[config.mk]
export PLATFORM = sky130hd
export DESIGN_NAME = load_store_unit_flat
export DESIGN_NICKNAME = d
export VERILOG_FILES = /design/src/rtl/lsu_pkg.sv /design/src/rtl/load_store_unit_if.sv /design/src/rtl/lsu_align.sv /design/src/rtl/load_store_unit.sv /design/src/flat_wrapper.sv
export SDC_FILE = /design/constraint.sdc
export NUM_CORES = 1
export LEC_CHECK = 0
export CAP_MARGIN = 20
export CORE_MARGIN = 2
export CORE_UTILIZATION = 44
export CTS_CLUSTER_DIAMETER = 200
export DETAILED_ROUTE_END_ITERATION = 8
export GPL_TIMING_DRIVEN = 0
export PLACE_DENSITY = 0.8
export RECOVER_POWER = 100
export SYNTH_ARGS = -nofsm -noshare
export SYNTH_HDL_FRONTEND = slang
export SYNTH_SLANG_ARGS = --single-unit
[constraint.sdc]
create_clock -name Clk -period 3.8 [get_ports Clk]
set_input_delay 0.95 -clock Clk [delete_from_list [all_inputs] [get_ports Clk]]
set_output_delay 0.95 -clock Clk [all_outputs]
set_load 0.05 [all_outputs]
[src/rtl/lsu_pkg.sv]
// Shared types and decode helpers for the load/store unit.
// Funct3 legality and natural-alignment checks live here.
package lsu_pkg;

    localparam logic [2:0] F3_B  = 3'b000;
    localparam logic [2:0] F3_H  = 3'b001;
    localparam logic [2:0] F3_W  = 3'b010;
    localparam logic [2:0] F3_BU = 3'b100;
    localparam logic [2:0] F3_HU = 3'b101;

    typedef enum logic [1:0] {
        IDLE,
        ACCESS,
        RESP
    } lsu_state_t;

    function automatic logic is_legal(input logic       write,
                                      input logic [2:0] f3);
        logic ok;
        ok = (f3 == F3_B) || (f3 == F3_H) || (f3 == F3_W);
        if (!write) begin
            ok = ok || (f3 == F3_BU) || (f3 == F3_HU);
        end
        return ok;
    endfunction

    function automatic logic is_aligned(input logic [2:0] f3,
                                        input logic [1:0] off);
        logic ok;
        case (f3[1:0])
            2'b00:   ok = 1'b1;
            2'b01:   ok = !off[0];
            2'b10:   ok = (off == 2'b00);
            default: ok = 1'b0;
        endcase
        return ok;
    endfunction

endpackage

[src/rtl/load_store_unit_if.sv]
// Core-request and data-memory signals of the load/store unit.
// master: the unit itself; slave: the core/memory environment.
interface load_store_unit_if;

    logic        Req_Valid;
    logic        Req_Ready;
    logic        Req_Write;
    logic [2:0]  Req_Funct3;
    logic [31:0] Req_Address;
    logic [31:0] Req_Write_Data;
    logic        Resp_Valid;
    logic [31:0] Resp_Data;
    logic        Resp_Error;
    logic        Mem_Req;
    logic        Mem_Write;
    logic [31:0] Mem_Address;
    logic [3:0]  Mem_Byte_En;
    logic [31:0] Mem_Write_Data;
    logic        Mem_Ack;
    logic [31:0] Mem_Read_Data;

    modport master (
        input  Req_Valid, Req_Write, Req_Funct3,
        input  Req_Address, Req_Write_Data,
        output Req_Ready, Resp_Valid, Resp_Data, Resp_Error,
        output Mem_Req, Mem_Write, Mem_Address,
        output Mem_Byte_En, Mem_Write_Data,
        input  Mem_Ack, Mem_Read_Data
    );

    modport slave (
        output Req_Valid, Req_Write, Req_Funct3,
        output Req_Address, Req_Write_Data,
        input  Req_Ready, Resp_Valid, Resp_Data, Resp_Error,
        input  Mem_Req, Mem_Write, Mem_Address,
        input  Mem_Byte_En, Mem_Write_Data,
        output Mem_Ack, Mem_Read_Data
    );

endinterface

[src/rtl/lsu_align.sv]
// Lane steering: byte enables, store replication, load extract/extend.
module lsu_align
    import lsu_pkg::*;
(
    input  logic [2:0]  funct3,
    input  logic [1:0]  offset,
    input  logic [31:0] store_data,
    input  logic [31:0] read_data,
    output logic [3:0]  byte_en,
    output logic [31:0] write_data,
    output logic [31:0] load_data
);

    logic [31:0] word;

    assign word = read_data >> {offset, 3'b000};

    always_comb begin
        byte_en    = 4'b1111;
        write_data = store_data;
        case (funct3[1:0])
            2'b00: begin
                byte_en    = 4'b0001 << offset;
                write_data = {4{store_data[7:0]}};
            end
            2'b01: begin
                byte_en    = 4'b0011 << offset;
                write_data = {2{store_data[15:0]}};
            end
            default: ;
        endcase
    end

    always_comb begin
        load_data = word;
        unique case (1'b1)
            (funct3 == F3_B):  load_data = {{24{word[7]}}, word[7:0]};
            (funct3 == F3_H):  load_data = {{16{word[15]}}, word[15:0]};
            (funct3 == F3_BU): load_data = {24'h0, word[7:0]};
            (funct3 == F3_HU): load_data = {16'h0, word[15:0]};
            default:           load_data = word;
        endcase
    end

endmodule

[src/rtl/load_store_unit.sv]
// Load/store unit: accepts one access, drives the word-addressed
// memory with a timeout, and returns a single-cycle response.
module load_store_unit
    import lsu_pkg::*;
#(
    parameter int unsigned TIMEOUT_CYCLES = 255
) (
    input  logic Clk,
    input  logic Rst_n,
    load_store_unit_if.master bus
);

    localparam int unsigned CW =
        (TIMEOUT_CYCLES > 1) ? $clog2(TIMEOUT_CYCLES) : 1;
    localparam logic [CW-1:0] CNT_LAST = CW'(TIMEOUT_CYCLES - 1);

    lsu_state_t  state_q, state_d;
    logic        ready_q, ready_d;
    logic        resp_valid_q, resp_valid_d;
    logic        resp_error_q, resp_error_d;
    logic [31:0] resp_data_q, resp_data_d;
    logic        mem_req_q, mem_req_d;
    logic        mem_write_q, mem_write_d;
    logic [31:0] mem_addr_q, mem_addr_d;
    logic [3:0]  mem_be_q, mem_be_d;
    logic [31:0] mem_wdata_q, mem_wdata_d;
    logic        write_q, write_d;
    logic [2:0]  f3_q, f3_d;
    logic [1:0]  off_q, off_d;
    logic [CW-1:0] cnt_q, cnt_d;

    logic        xfer;
    logic [2:0]  f3_sel;
    logic [1:0]  off_sel;
    logic [3:0]  be_gen;
    logic [31:0] wdata_gen;
    logic [31:0] load_ext;

    assign xfer = bus.Req_Valid && ready_q;

    // Live request fields at accept, latched ones during the access.
    assign f3_sel  = (state_q == IDLE) ? bus.Req_Funct3 : f3_q;
    assign off_sel = (state_q == IDLE) ? bus.Req_Address[1:0] : off_q;

    lsu_align u_align (
        .funct3     (f3_sel),
        .offset     (off_sel),
        .store_data (bus.Req_Write_Data),
        .read_data  (bus.Mem_Read_Data),
        .byte_en    (be_gen),
        .write_data (wdata_gen),
        .load_data  (load_ext)
    );

    always_comb begin
        state_d      = state_q;
        resp_valid_d = 1'b0;
        resp_error_d = 1'b0;
        resp_data_d  = '0;
        mem_req_d    = mem_req_q;
        mem_write_d  = mem_write_q;
        mem_addr_d   = mem_addr_q;
        mem_be_d     = mem_be_q;
        mem_wdata_d  = mem_wdata_q;
        write_d      = write_q;
        f3_d         = f3_q;
        off_d        = off_q;
        cnt_d        = cnt_q;
        unique case (state_q)
            IDLE: begin
                if (xfer) begin
                    write_d = bus.Req_Write;
                    f3_d    = bus.Req_Funct3;
                    off_d   = bus.Req_Address[1:0];
                    if (is_legal(bus.Req_Write, bus.Req_Funct3) &&
                        is_aligned(bus.Req_Funct3, bus.Req_Address[1:0])) begin
                        state_d     = ACCESS;
                        mem_req_d   = 1'b1;
                        mem_write_d = bus.Req_Write;
                        mem_addr_d  = {bus.Req_Address[31:2], 2'b00};
                        mem_be_d    = be_gen;
                        mem_wdata_d = wdata_gen;
                        cnt_d       = '0;
                    end else begin
                        state_d      = RESP;
                        resp_valid_d = 1'b1;
                        resp_error_d = 1'b1;
                    end
                end
            end
            ACCESS: begin
                // An ack in the last allowed cycle still completes normally.
                if (bus.Mem_Ack) begin
                    state_d      = RESP;
                    mem_req_d    = 1'b0;
                    mem_write_d  = 1'b0;
                    resp_valid_d = 1'b1;
                    resp_data_d  = write_q ? 32'h0 : load_ext;
                end else if (cnt_q == CNT_LAST) begin
                    state_d      = RESP;
                    mem_req_d    = 1'b0;
                    mem_write_d  = 1'b0;
                    resp_valid_d = 1'b1;
                    resp_error_d = 1'b1;
                end else begin
                    cnt_d = cnt_q + CW'(1);
                end
            end
            RESP: begin
                state_d = IDLE;
            end
            default: begin
                state_d = IDLE;
            end
        endcase
        ready_d = (state_d == IDLE);
    end

    always_ff @(posedge Clk or negedge Rst_n) begin
        if (!Rst_n) begin
            state_q      <= IDLE;
            ready_q      <= 1'b0;
            resp_valid_q <= 1'b0;
            resp_error_q <= 1'b0;
            resp_data_q  <= '0;
            mem_req_q    <= 1'b0;
            mem_write_q  <= 1'b0;
            mem_addr_q   <= '0;
            mem_be_q     <= '0;
            mem_wdata_q  <= '0;
            write_q      <= 1'b0;
            f3_q         <= '0;
            off_q        <= '0;
            cnt_q        <= '0;
        end else begin
            state_q      <= state_d;
            ready_q      <= ready_d;
            resp_valid_q <= resp_valid_d;
            resp_error_q <= resp_error_d;
            resp_data_q  <= resp_data_d;
            mem_req_q    <= mem_req_d;
            mem_write_q  <= mem_write_d;
            mem_addr_q   <= mem_addr_d;
            mem_be_q     <= mem_be_d;
            mem_wdata_q  <= mem_wdata_d;
            write_q      <= write_d;
            f3_q         <= f3_d;
            off_q        <= off_d;
            cnt_q        <= cnt_d;
        end
    end

    assign bus.Req_Ready      = ready_q;
    assign bus.Resp_Valid     = resp_valid_q;
    assign bus.Resp_Error     = resp_error_q;
    assign bus.Resp_Data      = resp_data_q;
    assign bus.Mem_Req        = mem_req_q;
    assign bus.Mem_Write      = mem_write_q;
    assign bus.Mem_Address    = mem_addr_q;
    assign bus.Mem_Byte_En    = mem_be_q;
    assign bus.Mem_Write_Data = mem_wdata_q;

endmodule
[src/flat_wrapper.sv]
// flat-port wrapper written by rule: the top's interface ports become plain ports
module load_store_unit_flat import lsu_pkg::*;
#(
    parameter int unsigned TIMEOUT_CYCLES = 255
)
  (Clk, Rst_n, bus_Req_Valid, bus_Req_Write, bus_Req_Funct3, bus_Req_Address, bus_Req_Write_Data, bus_Req_Ready, bus_Resp_Valid, bus_Resp_Data, bus_Resp_Error, bus_Mem_Req, bus_Mem_Write, bus_Mem_Address, bus_Mem_Byte_En, bus_Mem_Write_Data, bus_Mem_Ack, bus_Mem_Read_Data);
  load_store_unit_if bus_i ();
  input  logic Clk;
  input  logic Rst_n;
  input wire logic [$bits(bus_i.Req_Valid)-1:0] bus_Req_Valid;
  input wire logic [$bits(bus_i.Req_Write)-1:0] bus_Req_Write;
  input wire logic [$bits(bus_i.Req_Funct3)-1:0] bus_Req_Funct3;
  input wire logic [$bits(bus_i.Req_Address)-1:0] bus_Req_Address;
  input wire logic [$bits(bus_i.Req_Write_Data)-1:0] bus_Req_Write_Data;
  output wire logic [$bits(bus_i.Req_Ready)-1:0] bus_Req_Ready;
  output wire logic [$bits(bus_i.Resp_Valid)-1:0] bus_Resp_Valid;
  output wire logic [$bits(bus_i.Resp_Data)-1:0] bus_Resp_Data;
  output wire logic [$bits(bus_i.Resp_Error)-1:0] bus_Resp_Error;
  output wire logic [$bits(bus_i.Mem_Req)-1:0] bus_Mem_Req;
  output wire logic [$bits(bus_i.Mem_Write)-1:0] bus_Mem_Write;
  output wire logic [$bits(bus_i.Mem_Address)-1:0] bus_Mem_Address;
  output wire logic [$bits(bus_i.Mem_Byte_En)-1:0] bus_Mem_Byte_En;
  output wire logic [$bits(bus_i.Mem_Write_Data)-1:0] bus_Mem_Write_Data;
  input wire logic [$bits(bus_i.Mem_Ack)-1:0] bus_Mem_Ack;
  input wire logic [$bits(bus_i.Mem_Read_Data)-1:0] bus_Mem_Read_Data;
  assign bus_i.Req_Valid = bus_Req_Valid;
  assign bus_i.Req_Write = bus_Req_Write;
  assign bus_i.Req_Funct3 = bus_Req_Funct3;
  assign bus_i.Req_Address = bus_Req_Address;
  assign bus_i.Req_Write_Data = bus_Req_Write_Data;
  assign bus_Req_Ready = bus_i.Req_Ready;
  assign bus_Resp_Valid = bus_i.Resp_Valid;
  assign bus_Resp_Data = bus_i.Resp_Data;
  assign bus_Resp_Error = bus_i.Resp_Error;
  assign bus_Mem_Req = bus_i.Mem_Req;
  assign bus_Mem_Write = bus_i.Mem_Write;
  assign bus_Mem_Address = bus_i.Mem_Address;
  assign bus_Mem_Byte_En = bus_i.Mem_Byte_En;
  assign bus_Mem_Write_Data = bus_i.Mem_Write_Data;
  assign bus_i.Mem_Ack = bus_Mem_Ack;
  assign bus_i.Mem_Read_Data = bus_Mem_Read_Data;
  load_store_unit #(.TIMEOUT_CYCLES(TIMEOUT_CYCLES)) u_core (.Clk(Clk), .Rst_n(Rst_n), .bus(bus_i));
endmodule
==> out/results.ini, run 1 <==
[timing]
setup_tns_ps = 0
drv_slew = 32
rsz0062_at_grt = no
finalCritPeriodShare_pct = 86.8
skew_ps = 6.87
setup_ws_ps = 503
setup_viol = 0
max_freq_ghz = 0.303
worst_slew_pin_slew_ps = 1850
hold_violations = 0
layout_min_cycle_time_ps = 3300
relSlewSlack_pct = -23.2

[global_route]
grt_overflow = 0
grt_first_pass_wirelength_um = 27000
antenna_found_initial = 0
grt_usage_pct = 26.2
grt_pass1_vias = 5371
grt_max_degree = 89

[route]
viasPerCell = 5.38
routed.top_layer = met4
wl_met3_um = 1280
drc = 0
ant_nets = 0
dr_wl_met2_um = 8410
first_iter_violations = 440
wl_per_cell_um = 17.7
wirelength_um = 17400
first_pass_iters = 5
vias = 5284
drt-met1-wl_um = 7190

[clock_tree]
cts_buffer_depth = 2
numCtsBuffers = 17
cts_sinks = 119
postCtsSetupBuffers = 0
clk_pin_slew_ps = 50
cts_resized = 0
cts_tree = yes
clk_latency_ps = 410
h-tree-depth = 4
hold_buffers = 0
cts-root-buf = clkbuf_16

[critical_path]
cp_top_family = buffers and inverters
crit_chain = dlygate4sd3_1 -> nand2_1 -> nor3_1 -> and2_0 -> clkbuf_1 -> clkbuf_1 -> nor2_1 -> a31oi_1
startpoint = bus_Req_Valid
worstSetupEndpointType = flop
cp.required_ps = 4130
crit_type = in -> reg
slowest_stage = nor3_1
crit_arrival_ps = 3620
critPathMaxStageDelay_ps = 710
r2r-start = u_core.state_q[1]
startpoint_type = input port
critPathBufInv = 3
cpMostUsedCell = clkbuf_1
path_max_fanout = 10

[finish]
fillers = 966
syn_to_final_growth_pct = 50.2
diodes = 0
drive_gt1_share_pct = 7.98
final_nets = 909

[floorplanning]
die-area_um2 = 13400
start_util_pct = 45.5
die_x_um = 116
top_level_ports = 209
core_um2 = 12100
rows = 40
die-height_um = 116

[power]
leakagePower_uw = 0.00390
p_per_area_nw_per_um2 = 816
peakVddDrop_v = 0.000524
finalPower_uw = 6750

[synth]
synth.avg_cell_area_um2 = 9.57
netlist_area_um2 = 5510
yosys_warnings = 0
ys_ff_latch = 119
syn_inst = 576
seq_area_frac_synth_pct = 54.0
async_reset_ff_share_pct = 100
netlist-cell-type-count = 53
synth-edff-count = 0
synth_ff_type = dfrtp_1

[worst_hold_path]
hold_class = reg -> reg
worstHoldStart = u_core.bus.Mem_Address[31]

[run_status]
outcome = finished with violations
violations = max-capacitance violations, max-slew violations

[place]
pre_cts_ws_ps = 350
gp_congestion = 0.909
dp_hpwl_um = 13000
portBuffers = 206

[job]
drv_cap = 1

-- cells in the final DEF (no fill, tap or decap), types with 3 or more instances in the layout --
master           synthesis  routed
a211oi_1                 6       7
o211a_1                  7       7
nand2b_1                 3       3
o21ai_0                 22      22
nand2_1                182     182
xor2_1                   5       5
clkinv_2                 0       4
a22oi_1                  7       7
buf_1                    6       4
buf_6                    3       3
and2_1                   4       3
a21oi_1                 18      18
nand3_1                 21      21
clkbuf_8                 0       3
nor3b_1                  3       3
dfrtp_1                119     119
a221oi_1                 6      10
nand4_1                  4       4
clkdlybuf4s50_1          0      99
dlygate4sd3_1            0     106
and3_1                   3       3
a31oi_1                 18      18
clkbuf_16                0      17
nor2_1                  28      29
buf_2                   10       6
mux2_2                  23      23
a222oi_1                 8       8
o22ai_1                  7       7
nor3_1                   2       3
clkbuf_1                20      34
-- per-layer routing --
metal / GRT usage (%) / up-vias
li1: - / 2467
met1: 33.7 / 2532
met2: 42.3 / 247
met3: 6.75 / 38
met4: 10.8 / 0
met5: 0 / -
-- final timing paths --
kind | endpoint | slack (ps) | depth (start not counted)
setup / recovery | u_core.bus.Mem_Write_Data[17] | 500 | 8
hold / removal | u_core.bus.Mem_Address[31] | 470 | 2
setup reg to reg | u_core.bus.Resp_Data[29] | 670 | 8
hold reg to reg | u_core.bus.Mem_Address[31] | 470 | 2
max in group asynchronous | u_core.bus.Resp_Data[29] | 1570 | 2
min in group asynchronous | u_core.bus.Req_Ready | 1040 | 1
-- cell families after synthesis --
kind of cell / after synthesis / synth area share (%)
AND/OR/NAND/NOR: 263 / 20.3
flip-flops: 119 / 54.0
AO/OA/AOI/OAI: 118 / 15.6
buffers and inverters: 43 / 3.70
multiplexers: 25 / 5.06
XOR/XNOR: 5 / 0.794
adder cells (fa/ha/maj): 2 / 0.454
other: 1 / 0.0680
-- layout make-up --
cell class	instances	area, µm²	area share, %
Inverter	2	7.51	0.0907
Clock buffer	27	493	5.95
Buffer	41	191	2.31
Timing Repair Buffer	207	2080	25.2
Multi-Input combinational cell	415	2300	27.7
Tap cell	168	210	2.54
Sequential cell	119	2980	36.0
Clock inverter	4	20.0	0.242
-- power by group --
part | total (µW) | switching (µW) | leakage (µW) | internal (µW)
registers | 1930 | 243 | 0.00152 | 1690
clock network | 1390 | 515 | 0.000255 | 875
logic | 3440 | 2380 | 0.00212 | 1060
-- worst min-delay path: stages (launching register included) --
cell     delay [ps]
dfrtp_1         340
nand2_1          50
nand2_1          50
-- flip-flops by register name, indices dropped and copies added, names as in the netlist --
name	cells
u_core.f3_q	3
u_core.bus.Req_Ready	1
u_core.state_q	2
u_core.bus.Mem_Write_Data	32
u_core.bus.Resp_Data	32
u_core.bus.Mem_Address	30
u_core.bus.Mem_Write	1
u_core.bus.Mem_Byte_En	4
u_core.write_q	1
u_core.bus.Resp_Valid	1
u_core.off_q	2
u_core.cnt_q	8
u_core.bus.Mem_Req	1
u_core.bus.Resp_Error	1
-- metrics by stage --
| step | utilization [%] | cells | hold WS [ps] | cell area, µm² |
|---|---|---|---|---|
| 2_1_floorplan | - | 577 | 482 | 5520 |
| 3_3_place_gp | 64.3 | 951 | 458 | 7790 |
| 3_5_place_dp | 64.5 | 952 | 463 | 7820 |
| 4_1_cts | 68.8 | 983 | 424 | 8330 |
| 5_1_grt | 68.4 | 983 | 483 | 8280 |
| 6_report | 68.4 | 983 | 468 | 8280 |
-- cell usage after synthesis (8+ instances only) --
master / number / area (µm²)
a21oi_1: 18 / 90.1
buf_2: 10 / 50.1
nor2_1: 28 / 105
nand2_1: 182 / 683
nand3_1: 21 / 105
a222oi_1: 8 / 80.1
mux2_2: 23 / 259
dfrtp_1: 119 / 2980
clkbuf_1: 20 / 75.1
a31oi_1: 18 / 113
o21ai_0: 22 / 110
(Power assumes the default switching activity.)
==> run 2, diff against run 1 <==
CORE_ASPECT_RATIO = 0.8   (was not set)
==> out/results.ini, run 2 (synthesized netlist as in run 1, its figures left out) <==
[clock_tree]
postCtsSetupBuffers = 0  ; unchanged
cts-root-buf = clkbuf_16
cts_tree = yes
h-tree-depth = 4  ; unchanged
clk_latency_ps = 420  ; about the same
cts_resized = 0  ; unchanged
numCtsBuffers = 17  ; unchanged
clk_pin_slew_ps = 50  ; about the same
cts_sinks = 119  ; unchanged
hold_buffers = 0  ; unchanged
cts_buffer_depth = 2  ; unchanged

[place]
dp_hpwl_um = 13200  ; +1.3%
dpl.cell_count = 955  ; +0.32%
gp_congestion = 0.891  ; -2.0%
portBuffers = 206  ; unchanged

[floorplanning]
die-height_um = 104  ; -10%
rows = 36  ; -10%
top_level_ports = 209  ; unchanged
die-area_um2 = 13400  ; about the same
start_util_pct = 45.2  ; -0.35 points
core_um2 = 12200  ; +0.79%
die_x_um = 129  ; +11%

[critical_path]
startpoint_type = input port
r2r-end = u_core.bus.Resp_Data[30]
crit_arrival_ps = 3750  ; +130 ps
path_max_fanout = 10  ; unchanged
reg2reg_slack_ps = 500  ; -170 ps
crit_end = u_core.bus.Mem_Write_Data[21]
rr_worst_depth = 7  ; -1
worstSetupEndpointType = flop
cp.required_ps = 4110  ; -20 ps
startpoint = bus_Req_Funct3[0]
crit_type = in -> reg
r2r-start = u_core.state_q[1]

[timing]
max_freq_ghz = 0.291  ; -4.0%
hold_violations = 0  ; unchanged
layout_min_cycle_time_ps = 3440  ; +139 ps
relSlewSlack_pct = -0.211  ; +23 points
worst_slew_pin_slew_ps = 1500  ; -344 ps
rsz0062_at_grt = no
skew_ps = 7.05  ; +0.177 ps
finalCritPeriodShare_pct = 90.4  ; +3.7 points
setup_tns_ps = 0  ; unchanged
setup_viol = 0  ; unchanged
drv_slew = 29  ; -9.4%

[power]
p_per_area_nw_per_um2 = 839  ; +2.8%
finalPower_uw = 6990  ; +3.5%
peakVddDrop_v = 0.000476  ; -9.3%
leakagePower_uw = 0.00391  ; +0.42%

[route]
first_iter_violations = 558  ; +27%
wirelength_um = 18100  ; +4.4%
first_pass_iters = 5  ; unchanged
viasPerCell = 5.46  ; +1.6%
drc = 0  ; unchanged
vias = 5384  ; +1.9%
ant_nets = 0  ; unchanged
wl_per_cell_um = 18.4  ; +4.1%

[finish]
final_common_cell = nand2_1
drive_gt1_share_pct = 8.34  ; +0.37 points
final_nets = 909  ; unchanged
layoutNonFillerInstCount = 986  ; +0.31%
layout_common_cells = 182 x nand2_1, 119 x dfrtp_1, 106 x dlygate4sd3_1, 99 x clkdlybuf4s50_1, 32 x clkbuf_1
diodes = 0  ; unchanged
final_util_pct = 68.3  ; -0.071 points
syn_to_final_growth_pct = 51.2

[global_route]
grt_overflow = 0  ; unchanged
grt_max_degree = 92  ; +3.4%
antenna_found_initial = 0  ; unchanged
grt_first_pass_wirelength_um = 28600  ; +5.9%
grt_usage_pct = 27.6  ; +1.4 points
grt_pass1_vias = 5528  ; +2.9%

[job]
drv_cap = 1  ; unchanged

[worst_hold_path]
hold_class = reg -> reg

[run_status]
violations = max-capacitance violations, max-slew violations
outcome = finished with violations

-- run 2: cell type report --
type / count / area [µm²]
Fill cell: 929 / 3870
Sequential cell: 119 / 2980
Multi-Input combinational cell: 415 / 2300
Timing Repair Buffer: 207 / 2060
Clock buffer: 22 / 464
Tap cell: 171 / 214
Buffer: 41 / 183
Clock inverter: 9 / 125
Inverter: 2 / 7.51
-- run 2: routing by layer --
layer | vias to the layer above | GRT usage (%) | wire length (µm)
met1 | 2583 | 36.5 | 7600
met2 | 265 | 43.1 | 8560
met5 | - | 0 | 0
met3 | 55 | 7.30 | 1400
met4 | 0 | 11.0 | 553
li1 | 2481 | - | -
-- run 2: stage by stage --
| step | hold WS (ps) | area (µm²) | setup WS (ps) |
|---|---|---|---|
| 2_1_floorplan | 482 | 5520 | 1370 |
| 3_3_place_gp | 458 | 7790 | -2700 |
| 3_5_place_dp | 464 | 7820 | 208 |
| 4_1_cts | 402 | 8410 | 492 |
| 5_1_grt | 488 | 8340 | 194 |
| 6_report | 468 | 8340 | 364 |
-- run 2: where the power goes --
| group | total (µW) | switching, µW | internal (µW) | leakage (µW) |
|---|---|---|---|---|
| Combinational | 3440 | 2390 | 1050 | 0.00211 |
| Sequential | 1930 | 250 | 1680 | 0.00152 |
| Clock | 1620 | 560 | 1060 | 0.000286 |
| Total | 6990 | 3200 | 3790 | 0.00391 |
-- run 2: worst min-delay path by stage --
stage,to,from,slack [ps],cells after the start
floorplan,u_core.write_q,u_core.write_q,480,1
global placement,u_core.bus.Mem_Address[25],u_core.bus.Mem_Address[25],460,2
detailed placement,u_core.bus.Mem_Address[4],u_core.bus.Mem_Address[4],460,2
CTS,u_core.cnt_q[7],Rst_n,400,1
global route,u_core.bus.Mem_Address[20],u_core.bus.Mem_Address[20],490,2
finish,u_core.bus.Mem_Address[13],u_core.bus.Mem_Address[13],470,2
-- run 2: critical path, stage by stage --
cell and delay [ps]:
dlygate4sd3_1 650, o41ai_1 760, and2_0 220, clkbuf_1 300
clkbuf_1 500, nor2_1 110, a31oi_1 250
==> run 3, diff against run 2 <==
CAP_MARGIN = not set   (was 20)
SLEW_MARGIN = 20   (was not set)
==> out/results.ini, run 3 (synthesized netlist as in run 1, its figures left out) <==
[route]
ant_nets = 0  ; unchanged
first_iter_violations = 424  ; -24%
viasPerCell = 5.48  ; +0.27%
wirelength_um = 17900  ; -0.97%
drc = 0  ; unchanged
wl_per_cell_um = 18.2  ; -0.87%
vias = 5393  ; +0.17%
first_pass_iters = 5  ; unchanged

[floorplanning]
start_util_pct = 45.2  ; unchanged
die_x_um = 129  ; unchanged
die-height_um = 104  ; unchanged
top_level_ports = 209  ; unchanged
core_um2 = 12200  ; unchanged
rows = 36  ; unchanged
die-area_um2 = 13400  ; unchanged

[clock_tree]
h-tree-depth = 4  ; unchanged
hold_buffers = 0  ; unchanged
cts_buffer_depth = 2  ; unchanged
cts_resized = 0  ; unchanged
cts-root-buf = clkbuf_16
clk_latency_ps = 410  ; about the same
postCtsSetupBuffers = 0  ; unchanged
clk_pin_slew_ps = 50  ; about the same
cts_sinks = 119  ; unchanged
cts_tree = yes
numCtsBuffers = 17  ; unchanged

[power]
leakagePower_uw = 0.00393  ; +0.38%
p_per_area_nw_per_um2 = 834  ; -0.52%
peakVddDrop_v = 0.000518  ; +9.0%

[timing]
rsz0062_at_grt = no
layout_min_cycle_time_ps = 3420  ; -19.0 ps
drv_slew = 68  ; +130%
relSlewSlack_pct = -19.1  ; -19 points
max_freq_ghz = 0.293  ; +0.56%
skew_ps = 4.22  ; -2.83 ps
hold_violations = 0  ; unchanged
setup_ws_ps = 383  ; +19.0 ps
worst_slew_pin_slew_ps = 1790  ; +283 ps
finalCritPeriodShare_pct = 89.9  ; -0.50 points
setup_viol = 0  ; unchanged

[critical_path]
critPathMaxStageDelay_ps = 740  ; -20 ps
startpoint = bus_Req_Valid
crit_type = in -> reg
startpoint_type = input port
crit_arrival_ps = 3740  ; about the same
cp_top_family = buffers and inverters
path_max_fanout = 10  ; unchanged
cp.required_ps = 4130  ; +20 ps
slowest_stage = nor3_1
worstSetupEndpointType = flop
r2r-start = u_core.state_q[1]
cpMostUsedCell = clkbuf_1
critPathBufInv = 3  ; unchanged
crit_chain = dlygate4sd3_1 -> nand2_1 -> nor3_1 -> and2_0 -> clkbuf_1 -> clkbuf_1 -> nor2_1 -> a31oi_1

[run_status]
violations = max-capacitance violations, max-slew violations
outcome = finished with violations

[worst_hold_path]
hold_class = reg -> reg
worstHoldStart = u_core.bus.Mem_Address[20]

[place]
place_area_um2 = 7820  ; unchanged
pre_cts_ws_ps = 218  ; +9.99 ps
gp_congestion = 0.891  ; unchanged
dp_hpwl_um = 13300  ; +0.59%
portBuffers = 206  ; unchanged

[finish]
drive_gt1_share_pct = 8.60  ; +0.26 points
fillers = 935  ; +0.65%
layout_common_cells = 182 x nand2_1, 119 x dfrtp_1, 106 x dlygate4sd3_1, 99 x clkdlybuf4s50_1, 28 x nor2_1
final_common_cell = nand2_1
syn_to_final_growth_pct = 51.4
stdcell_area_um2 = 8350  ; +0.12%
diodes = 0  ; unchanged
final_nets = 909  ; unchanged

[global_route]
grt_usage_pct = 27.5  ; -0.084 points
grt_first_pass_wirelength_um = 28600  ; -0.19%
antenna_found_initial = 0  ; unchanged
grt_max_degree = 69  ; -25%
grt_pass1_vias = 5496  ; -0.58%
grt_overflow = 0  ; unchanged

[job]
drv_cap = 1  ; unchanged

[run 3: cell count changes in the layout (fill, tap and decap cells not counted), moves of 2 or more]
cell      delta
mux2_1       +2
mux2_2       -2
clkbuf_1     -5
buf_2        +3
[run 3: report_power, final]
part	internal (µW)	total [µW]	switching, µW
Clock	1030	1590	555
Combinational	1060	3450	2390
Sequential	1680	1930	246
[run 3: worst register-to-register path, delay by kind of cell (launching register included)]
kind                   cells  cell delay [ps]
DFF                        1              350
AOI/OAI and AO/OA          1              180
buffers and inverters      3              990
and+or+nand+nor            3             1130
[run 3: metal layers]
metal	global-route usage [%]	up-vias	wire [µm]
met1	36.4	2613	7750
met5	0	-	0
li1	-	2469	-
met2	42.9	251	8360
met4	11.8	0	587
met3	6.79	60	1240
[run 3: through the flow]
stage	utilization [%]	hold WS (ps)	instances	power, µW	TNS (ps)
floorplan	-	482	577	4260	0
global placement	63.8	458	954	5450	-320550
detailed placement	64.1	465	955	5530	0
CTS	68.8	479	985	7150	0
global route	68.4	489	985	7310	0
finish	68.4	467	985	6960	0
[run 3: cell type report]
class / count / area, µm² / share of cell area, %
sequential: 119 / 2980 / 35.7
multi-input combinational: 415 / 2300 / 27.6
timing repair buffer: 207 / 2080 / 25.0
clock buffer: 20 / 447 / 5.35
tap: 171 / 214 / 2.56
buffer: 41 / 186 / 2.23
clock inverter: 10 / 130 / 1.56
inverter: 2 / 7.51 / 0.0899
[run 3: worst paths after layout]
| check | slack, ps | cells after the start | endpoint |
|---|---|---|---|
| worst min-delay path | 470 | 2 | u_core.bus.Mem_Address[20] |
| worst max register to register | 1060 | 7 | u_core.bus.Mem_Write_Data[20] |
| worst min register to register | 470 | 2 | u_core.bus.Mem_Address[20] |
| worst max-delay path | 380 | 8 | u_core.bus.Mem_Write_Data[20] |
| min in group asynchronous | 1020 | 1 | u_core.cnt_q[6] |
| max in group asynchronous | 1720 | 1 | u_core.bus.Mem_Write_Data[21] |
